### config.mk
export PLATFORM = sky130hd
export DESIGN_NAME = arbiter
export DESIGN_NICKNAME = d
export VERILOG_FILES = /design/src/rtl/arbiter_pkg.sv /design/src/rtl/arbiter_pick.sv /design/src/rtl/arbiter.sv
export SDC_FILE = /design/constraint.sdc
export NUM_CORES = 1
export LEC_CHECK = 0
export CORE_MARGIN = 1.5
export CORE_UTILIZATION = 38
export DETAILED_ROUTE_END_ITERATION = 10
export GPL_TIMING_DRIVEN = 0
export PLACE_DENSITY = 0.71
export SLEW_MARGIN = 20
export SYNTH_ARGS = -nofsm -noshare
export SYNTH_HDL_FRONTEND = slang
export SYNTH_SLANG_ARGS = --single-unit
### constraint.sdc
create_clock -name clk_i -period 1.3 [get_ports clk_i]
set_input_delay 0.13 -clock clk_i [delete_from_list [all_inputs] [get_ports clk_i]]
set_output_delay 0.13 -clock clk_i [all_outputs]
set_load 0.005 [all_outputs]
### src/rtl/arbiter_pkg.sv
// Shared types and default sizing for the arbiter block.
package arbiter_pkg;

    // Default number of requestors (2..8).
    localparam int DEF_NUM_REQ       = 4;
    // Default clocks per granted access (1..16).
    localparam int DEF_ACCESS_CYCLES = 4;

    // Arbiter control states.
    typedef enum logic {
        IDLE   = 1'b0,
        ACCESS = 1'b1
    } state_e;

endpackage : arbiter_pkg

### src/rtl/arbiter_pick.sv
// Combinational winner selection: the first requesting index found by
// searching upward from start_i, wrapping past the top index.
// A start_i of zero degenerates to plain lowest-index priority.
module arbiter_pick
    import arbiter_pkg::*;
#(
    parameter int NUM_REQ = DEF_NUM_REQ,
    parameter int IDX_W   = $clog2(NUM_REQ)
) (
    input  logic [NUM_REQ-1:0] req_i,
    input  logic [IDX_W-1:0]   start_i,
    output logic [NUM_REQ-1:0] grant_o,
    output logic [IDX_W-1:0]   idx_o,
    output logic               valid_o
);

    // Two passes: first look at indices at or above start_i, then wrap
    // around to the lowest requesting index below it.
    always_comb begin
        // NOTE: every output gets a default before any conditional update,
        // so no path leaves a value unassigned and no latch is inferred.
        grant_o = '0;
        idx_o   = '0;
        valid_o = 1'b0;
        for (int i = 0; i < NUM_REQ; i++) begin
            if (!valid_o && req_i[i] && (IDX_W'(i) >= start_i)) begin
                valid_o    = 1'b1;
                grant_o[i] = 1'b1;
                idx_o      = IDX_W'(i);
            end
        end
        for (int i = 0; i < NUM_REQ; i++) begin
            if (!valid_o && req_i[i]) begin
                valid_o    = 1'b1;
                grant_o[i] = 1'b1;
                idx_o      = IDX_W'(i);
            end
        end
    end

endmodule : arbiter_pick

### src/rtl/arbiter.sv
// Access arbiter: grants one requestor at a time for ACCESS_CYCLES clocks,
// with at least one IDLE clock between grants.
// Define ARBITER_ROUND_ROBIN_EN for round-robin selection; otherwise the
// lowest requesting index always wins (fixed priority).
module arbiter
    import arbiter_pkg::*;
#(
    parameter int NUM_REQ       = DEF_NUM_REQ,
    parameter int ACCESS_CYCLES = DEF_ACCESS_CYCLES
) (
    input  logic                       clk_i,
    input  logic                       reset_n_i,
    input  logic [NUM_REQ-1:0]         req_i,
    output logic [NUM_REQ-1:0]         grant_o,
    output logic [$clog2(NUM_REQ)-1:0] grant_idx_o,
    output logic                       strobe_o,
    output logic [NUM_REQ-1:0]         done_o,
    output logic                       busy_o
);

    localparam int IDX_W = $clog2(NUM_REQ);
    localparam int CNT_W = $clog2(ACCESS_CYCLES) + 1;
    // Counter value in the first access clock; reaches zero in the last.
    localparam logic [CNT_W-1:0] CNT_LOAD = CNT_W'(ACCESS_CYCLES - 1);

    state_e               state_q, state_d;
    logic [CNT_W-1:0]     cnt_q, cnt_d;
    logic [NUM_REQ-1:0]   grant_q, grant_d;
    logic [IDX_W-1:0]     idx_q, idx_d;

    logic [IDX_W-1:0]     start_idx;
    logic [NUM_REQ-1:0]   pick_grant;
    logic [IDX_W-1:0]     pick_idx;
    logic                 pick_valid;

`ifdef ARBITER_ROUND_ROBIN_EN
    // Search starts one above the last winner so every requestor gets a turn.
    logic [IDX_W-1:0] ptr_q, ptr_d;

    assign start_idx = ptr_q;

    // Advance the pointer past the winner on each new grant.
    always_comb begin
        ptr_d = ptr_q;
        if (state_q == IDLE && pick_valid) begin
            ptr_d = (pick_idx == IDX_W'(NUM_REQ - 1)) ? '0 : pick_idx + 1'b1;
        end
    end

    // Round-robin pointer register.
    always_ff @(posedge clk_i or negedge reset_n_i) begin
        if (!reset_n_i) begin
            ptr_q <= '0;
        end else begin
            ptr_q <= ptr_d;
        end
    end
`else
    // Fixed priority: always search from index 0.
    assign start_idx = '0;
`endif

    arbiter_pick #(
        .NUM_REQ (NUM_REQ),
        .IDX_W   (IDX_W)
    ) u_pick (
        .req_i   (req_i),
        .start_i (start_idx),
        .grant_o (pick_grant),
        .idx_o   (pick_idx),
        .valid_o (pick_valid)
    );

    // Next-state logic: pick a winner from IDLE, count down in ACCESS.
    // Requests are only looked at in IDLE, so changes during an access
    // (including a dropped request) never disturb it.
    always_comb begin
        state_d = state_q;
        cnt_d   = cnt_q;
        grant_d = grant_q;
        idx_d   = idx_q;
        unique case (state_q)
            IDLE: begin
                if (pick_valid) begin
                    state_d = ACCESS;
                    cnt_d   = CNT_LOAD;
                    grant_d = pick_grant;
                    idx_d   = pick_idx;
                end
            end
            ACCESS: begin
                if (cnt_q == '0) begin
                    // Last access clock ends here; grant_idx keeps the winner.
                    state_d = IDLE;
                    grant_d = '0;
                end else begin
                    cnt_d = cnt_q - 1'b1;
                end
            end
            default: begin
                state_d = IDLE;
                cnt_d   = '0;
                grant_d = '0;
            end
        endcase
    end

    // State registers; reset abandons any access in flight.
    always_ff @(posedge clk_i or negedge reset_n_i) begin
        // NOTE: sequential state uses non-blocking assignments so every
        // register samples the pre-edge values, independent of block order.
        if (!reset_n_i) begin
            state_q <= IDLE;
            cnt_q   <= '0;
            grant_q <= '0;
            idx_q   <= '0;
        end else begin
            state_q <= state_d;
            cnt_q   <= cnt_d;
            grant_q <= grant_d;
            idx_q   <= idx_d;
        end
    end

    // Outputs decoded from registered state only. With ACCESS_CYCLES=1 the
    // load value is zero, so strobe and done coincide in the single clock.
    always_comb begin
        grant_o     = grant_q;
        grant_idx_o = idx_q;
        busy_o      = |grant_q;
        strobe_o    = (state_q == ACCESS) && (cnt_q == CNT_LOAD);
        done_o      = ((state_q == ACCESS) && (cnt_q == '0)) ? grant_q : '0;
    end

endmodule : arbiter

==> results.tsv, run 1 <==
stage	metric	value	unit
detailed_routing	Routed Antenna Nets	0	
critical_path	Reg-to-Reg Start	cnt_q[0]$_DFFE_PN0P_	
critical_path	CP arrival	1670	ps
critical_path	CP cell instances	inv_2 -> ha_4 -> ha_4 -> buf_6 -> buf_6 -> and2b_2 -> xnor2_2 -> nand2_1	
finish	Area Overhead vs Synth	67.44	%
yosys	area leader, netlist	dfrtp_1	
timing	Relative slew margins	69.74	%
detailed_routing	Max Used Layer	met4	
critical_path	Crit path required time	1450	ps
grt	global route overflow	0	
timing	WHS	178.0	ps
critical_path	Critical Path Start Type	register	
detailed_routing	Initial DRC Count	9	
finish	final core occ	68.38	%
die	die height	40.63	um
timing	Max Clock Freq	658.6	MHz
critical_path	Slowest-stage cell, CP	dfrtp_1	
status	failing checks	setup timing	
timing	clk_skew	8.333	ps
grt	largest net degree at the start of global routing	11	
critical_path	Crit Path Max Fanout	4	
yosys	cell with the most instances after synthesis	dfrtp_1	
detailed_routing	Vias/cell	5.202	
placed_design	gp weighted congestion	0.8057	
die	Starting Density	40.84	%
clocking	TritonCTS clock tree	yes	
detailed_routing	Residual DRC	0	
die	Die ar.	1650	um^2
yosys	Yosys reg bits	10	
clocking	Root Driver	clkbuf_4	
finish	nets	99	
grt	GRT Total Usage	19.08	%
critical_path	Register-to-Register Path Depth	8	
detailed_routing	Routed WL	1368	um
yosys	main flop type after synthesis	dfrtp_1	
finish	layout cells sized above 1	38.20	%
clocking	clock buffer count from CTS	3	
detailed_routing	drt first pass iters	4	
placed_design	hpwl dp	833.8	um
clocking	htree depth	1	
pwr	Overall Power	2.053	mW
clocking	Clock Pin Slew Worst Setup and Hold Paths	70	ps
finish	n_diodes	0	
yosys	Avg Synthesized Cell Area	9.607	um^2
yosys	syn nets	65	
hold_path	worst hold path class	input pin to async pin	
timing	final setup vio count	13	
yosys	Post-synth EDFFs	0	
timing	minimum clock period	1518	ps
die	I/O pin total	18	
detailed_routing	met2 routed WL	703	um
clocking	Skew-Pair Late Insertion Delay	260	ps
yosys	YS warnings	0	
pwr	maximum VDD drop	1510	uV
timing	final hold vios	0	
yosys	Area contributors post-synth	dfrtp_1 47%, ha_1 7.0%, and3_1 5.8%, nand2_1 4.9%, inv_1 4.2%	
critical_path	Buf/Inv on CP	3	
yosys	register area share after synthesis	46.51	%
timing	Final Max Slew Viols	0	
critical_path	Max stage delay on crit path	380	ps
placed_design	post-placement setup slack	-276.5	ps
die	row count	13	
yosys	Post-synth top cells	10 x dfrtp_1, 7 x nand2_1, 6 x inv_1	
die	chip width	40.63	um
yosys	Mapped Area	538.0	um^2
pwr	Power Density	2279	nW/um^2
yosys	Gate Count Post-Synth	56	
flow_run	Max Cap Viol	0	
clocking	Clock Sinks	10	
pwr	Leak	0.4754	nW
critical_path	CP delay by family, top	flip-flops	
critical_path	Setup crit end kind	register	
timing	final setup margin	-218.4	ps
detailed_routing	metal3 WL	74	um
placed_design	IO Port Bufs	17	
detailed_routing	DRT met1 WL	585	um
status	status	finished with violations	
finish	fillcell total	105	
grt	vias in the first global route	469	
detailed_routing	routed length per instance	13.15	um
detailed_routing	via count	541	
yosys	number of unique standard cell types used by synthesis	23	
critical_path	R2R Setup Slk	-220	ps
die	core box area	1318	um^2
timing	RSZ-0062 raised after global routing	yes	
critical_path	worst reg2reg endpoint	cnt_q[0]$_DFFE_PN0P_	
yosys	proportion of netlist area held by the largest area contributor	46.51	%
yosys	fraction of registers with async set/reset	100.0	%
grt	initial antenna violation count	0	
timing	worst slew pin tran	452.4	ps
timing	post-route clock period utilization	116.8	%
critical_path	critical path depth	8	
clocking	Longest Clk Path Bufs	2	
critical_path	crit path kind	register to register	
grt	first-pass GRT wire length	2007	um
kinds of logic (layout without fill, tap and decap cells):
family,Yosys count,in the layout,share of synthesized area [%]
adder cells (fa/ha/maj),3,3,6.977
buffers and inverters,7,40,6.279
flip-flops,10,10,46.51
XOR/XNOR,1,1,1.628
AND/OR/NAND/NOR,23,23,22.09
AO/OA/AOI/OAI,12,12,16.51
layer usage:
metal | GRT usage [%] | up-vias
li1 | - | 267
met1 | 22.76 | 258
met2 | 32.54 | 14
met3 | 6.522 | 2
met4 | 5.000 | 0
met5 | 0 | -
power breakdown:
| group | total (mW) | switching [mW] | internal, mW |
|---|---|---|---|
| sequential | 0.573 | 0.121 | 0.453 |
| clock | 0.273 | 0.104 | 0.170 |
| combinational | 1.21 | 0.484 | 0.722 |
| total | 2.05 | 0.709 | 1.34 |
stage by stage:
step | cells | setup TNS, ps | area [um^2]
global route | 104 | -2733 | 900.9
finish | 104 | -2069 | 900.9
detailed placement | 88 | -1654 | 749.5
CTS | 99 | -2259 | 842.1
global placement | 88 | -1527 | 749.5
floorplan | 56 | 0 | 560.5
layout by cell type (no fill, tap or decap), types with 2 or more instances in the layout:
cell type,count
buf_4,8
dfrtp_1,9
a21o_1,2
inv_1,4
o211ai_1,2
buf_2,4
and3_1,4
nor2b_1,2
ha_4,2
nor2_1,4
inv_2,2
clkdlybuf4s50_1,7
dlygate4sd2_1,2
clkbuf_4,3
buf_6,6
nand2_1,6
worst max path at each step:
stage / from / end / slack (ps)
2_1_floorplan: cnt_q[0]$_DFFE_PN0P_ / cnt_q[0]$_DFFE_PN0P_ / 2
3_3_place_gp: cnt_q[0]$_DFFE_PN0P_ / done_o[0] / -260
3_5_place_dp: cnt_q[0]$_DFFE_PN0P_ / done_o[0] / -280
4_1_cts: cnt_q[0]$_DFFE_PN0P_ / done_o[0] / -240
5_1_grt: cnt_q[0]$_DFFE_PN0P_ / cnt_q[0]$_DFFE_PN0P_ / -270
6_report: cnt_q[0]$_DFFE_PN0P_ / cnt_q[0]$_DFFE_PN0P_ / -220
sequential cells by signal (all words and copies together), names as in the netlist:
name and count:
state_q 1, cnt_q 3, grant_o 4, grant_idx_o 2
cell type report:
class	count	area [um^2]	area share, %
Multi-Input combinational cell	39	309.0	34.31
Buffer	1	11.26	1.250
Sequential cell	10	251.5	27.92
Timing Repair Buffer	29	251.5	27.92
Clock buffer	4	36.28	4.028
Inverter	6	22.52	2.500
Tap cell	15	18.77	2.083
repair_timing:
item,in CTS,in global routing
gates resized for setup,29,12
hold buffers,0,0
pin swaps,13,5
endpoints found under the setup margin,14,15
gates cloned,0,0
buffers inserted,7,5
endpoints found under the hold margin,0,0
Note: power is estimated with default switching activity, not from simulation.
==> run 2, diff against run 1 <==
--- a/config.mk
+++ b/config.mk
@@ -5,11 +5,12 @@
 export SDC_FILE = /design/constraint.sdc
 export NUM_CORES = 1
 export LEC_CHECK = 0
-export CORE_MARGIN = 1.5
-export CORE_UTILIZATION = 38
+export CORE_AREA = 2 2 39 41
 export DETAILED_ROUTE_END_ITERATION = 10
+export DIE_AREA = 0 0 41 43
 export GPL_TIMING_DRIVEN = 0
-export PLACE_DENSITY = 0.71
+export PLACE_DENSITY = 0.72
+export SKIP_LAST_GASP = 1
 export SLEW_MARGIN = 20
 export SYNTH_ARGS = -nofsm -noshare
 export SYNTH_HDL_FRONTEND = slang
==> constraint.sdc (replaced) <==
create_clock -name clk_i -period 1.7 [get_ports clk_i]
set_input_delay 0.17 -clock clk_i [delete_from_list [all_inputs] [get_ports clk_i]]
set_output_delay 0.17 -clock clk_i [all_outputs]
set_load 0.005 [all_outputs]
==> run 2 against run 1 <==
The flow now finishes without violations. Sequential cell count unchanged. Sequential share of layout area up 3.4 points. Largest power group unchanged. Power down 37%. Combinational power down 40%. Highest routed layer unchanged. Critical path type is now register to primary output. Wire length down 13%.
==> results.tsv, run 2 (synthesized netlist as in run 1, its figures left out) <==
stage	metric	value	unit	change
finish	most frequent cells in the layout	12 x clkdlybuf4s50_1, 9 x dfrtp_1, 7 x nand2_1		
clocking	TritonCTS clock tree	yes		
critical_path	Reg-to-Reg Start	cnt_q[0]$_DFFE_PN0P_		
detailed_routing	Routed WL	1195	um	-13%
flow_run	Max Cap Viol	0		unchanged
placed_design	hpwl dp	819.2	um	-1.8%
critical_path	Crit Path Max Fanout	3		-1
pwr	Net Sw Power	446.7	uW	-37%
die	chip width	41	um	+0.92%
grt	global route overflow	0		unchanged
die	Die ar.	1763	um^2	+6.8%
timing	final setup margin	56.80	ps	+275.2 ps
critical_path	Critical Path Start	cnt_q[0]$_DFFE_PN0P_		
detailed_routing	via count	489		-9.6%
timing	RSZ-0062 raised after global routing	no		
finish	fillcell total	129		+23%
critical_path	CP arrival	1470	ps	-200 ps
grt	largest net degree at the start of global routing	11		unchanged
grt	initial antenna violation count	0		unchanged
pwr	switching portion of total power	34.33	%	-0.17 points
critical_path	crit path kind	register to primary output		
critical_path	Critical Path Start Type	register		
grt	first-pass GRT wire length	1856	um	-7.5%
status	status	complete, no violations		
timing	minimum clock period	1643	ps	
pwr	Seq pwr share	32.4	%	+4.5 points
critical_path	Slowest-stage cell, CP	clkdlybuf4s50_1		
finish	max reg flops	4		unchanged
pwr	maximum VDD drop	772.4	uV	-49%
timing	final hold vios	0		unchanged
critical_path	Max stage delay on crit path	440	ps	+60 ps
pwr	combinational share of power	55.6	%	-3.2 points
placed_design	gp weighted congestion	0.6837		-15%
hold_path	worst hold path class	input pin to async pin		
finish	most common cell after layout, fill and taps aside	clkdlybuf4s50_1		
timing	Final Max Slew Viols	0		unchanged
timing	post-route clock period utilization	96.66	%	
finish	Area Overhead vs Synth	49.07	%	
clocking	Root Driver	clkbuf_4		
die	row count	14		+1
die	Starting Density	38.88	%	-2.0 points
die	I/O pin total	18		unchanged
timing	WHS	227.7	ps	+49.75 ps
finish	layout cells sized above 1	16.05	%	-22 points
timing	Max Clock Freq	608.6	MHz	
critical_path	Buf/Inv on CP	1		-2
clocking	CTS hold repair buffers	0		unchanged
timing	worst slew pin tran	463.5	ps	+11.04 ps
pwr	Power Density	1622	nW/um^2	-29%
clocking	Skew-Pair Late Insertion Delay	260	ps	about the same
clocking	htree depth	1		unchanged
die	die height	43	um	+5.8%
pwr	Clock power frac	11.9	%	-1.4 points
critical_path	Crit path required time	1530	ps	+80 ps
timing	Relative slew margins	69.00	%	-0.74 points
critical_path	CP cell instances	ha_1 -> and3_1 -> clkdlybuf4s50_1		
finish	nets	92		-7.1%
placed_design	post-placement setup slack	42.17	ps	+318.7 ps
critical_path	Register-to-Register Path Depth	7		-1
pwr	Leak	0.4237	nW	-11%
critical_path	R2R Setup Slk	190	ps	+410 ps
detailed_routing	Vias/cell	5.041		-3.1%
timing	final setup vio count	0		-13
critical_path	Setup crit end kind	primary output		
critical_path	worst reg2reg endpoint	grant_o[1]$_DFFE_PN0P_		
critical_path	CP delay by family, top	buffers and inverters		
die	core box area	1384	um^2	+5.0%
placed_design	IO Port Bufs	17		unchanged
detailed_routing	routed length per instance	12.32	um	-6.3%
detailed_routing	Initial DRC Count	5		-4
clocking	Clock Pin Slew Worst Setup and Hold Paths	60	ps	about the same
detailed_routing	Residual DRC	0		unchanged
detailed_routing	Routed Antenna Nets	0		unchanged
detailed_routing	drt first pass iters	4		unchanged
grt	GRT Total Usage	16.67	%	-2.4 points
pwr	Int Pwr	854.3	uW	-36%
grt	vias in the first global route	437		-6.8%
clocking	Clock Sinks	10		unchanged
finish	n_diodes	0		unchanged
clocking	clock buffer count from CTS	3		unchanged
timing	TNS Setup	0	ps	+2069 ps
clocking	Longest Clk Path Bufs	2		unchanged
timing	clk_skew	1.654	ps	-6.678 ps
## run 2: cell types whose count changed in the layout (fill, tap and decap cells not counted), sizes merged
cell           change
dlygate4sd2        +2
clkdlybuf4s15      -1
clkdlybuf4s50      +5
clkbuf             -2
buf               -12
## run 2: power by group through the flow
stage	registers [mW]	clock network (mW)	logic, mW
2_1_floorplan	0.431	0	0.341
3_3_place_gp	0.438	0	0.608
3_5_place_dp	0.446	0	0.612
4_1_cts	0.436	0.158	0.683
5_1_grt	0.431	0.173	0.805
6_report	0.422	0.155	0.724
## run 2: final cells by class
cell class                 instances  area, um^2  share of cell area [%]
buffer                             1       11.26                   1.404
timing repair buffer              22       205.2                   25.59
multi-input combinational         39       269.0                   33.54
tap                               16       20.02                   2.496
sequential                        10       251.5                   31.36
clock buffer                       3       22.52                   2.808
inverter                           6       22.52                   2.808
## run 2: timing repair
item	4_1_cts	5_1_grt
resized for setup	8	1
pin swaps	1	0
buffers inserted	3	2
setup endpoints to repair	6	4
## run 2: through the flow
stage               cell area, um^2  utilization [%]  power [mW]  instances
floorplan                     538.0                -      0.7713         56
global placement              728.2            52.62       1.047         89
detailed placement            728.2            52.62       1.058         89
CTS                           784.5            56.69       1.277         95
global route                  802.0            57.96       1.409         97
finish                        802.0            57.96       1.301         97
## run 2: metal layers
metal / share of wire, % / vias to the layer above / GRT usage (%)
met2: 50 / 14 / 23.75
met3: 5.1 / 5 / 6.283
met1: 43 / 221 / 20.40
li1: - / 249 / -
met5: 0 / - / 0
met4: 2.5 / 0 / 10.00
## run 2: worst max path at each step
stage | cells after the start | endpoint
2_1_floorplan | 6 | grant_o[1]$_DFFE_PN0P_
3_3_place_gp | 5 | done_o[3]
3_5_place_dp | 5 | done_o[1]
4_1_cts | 5 | done_o[0]
5_1_grt | 5 | done_o[1]
6_report | 3 | strobe_o
## run 2: worst register-to-register path, stage by stage, from the launching register on
cell and delay, ps:
dfrtp_1 400, inv_1 70, ha_2 180, ha_4 150
buf_4 110, and2b_2 240, o21ai_0 160, o31ai_1 100
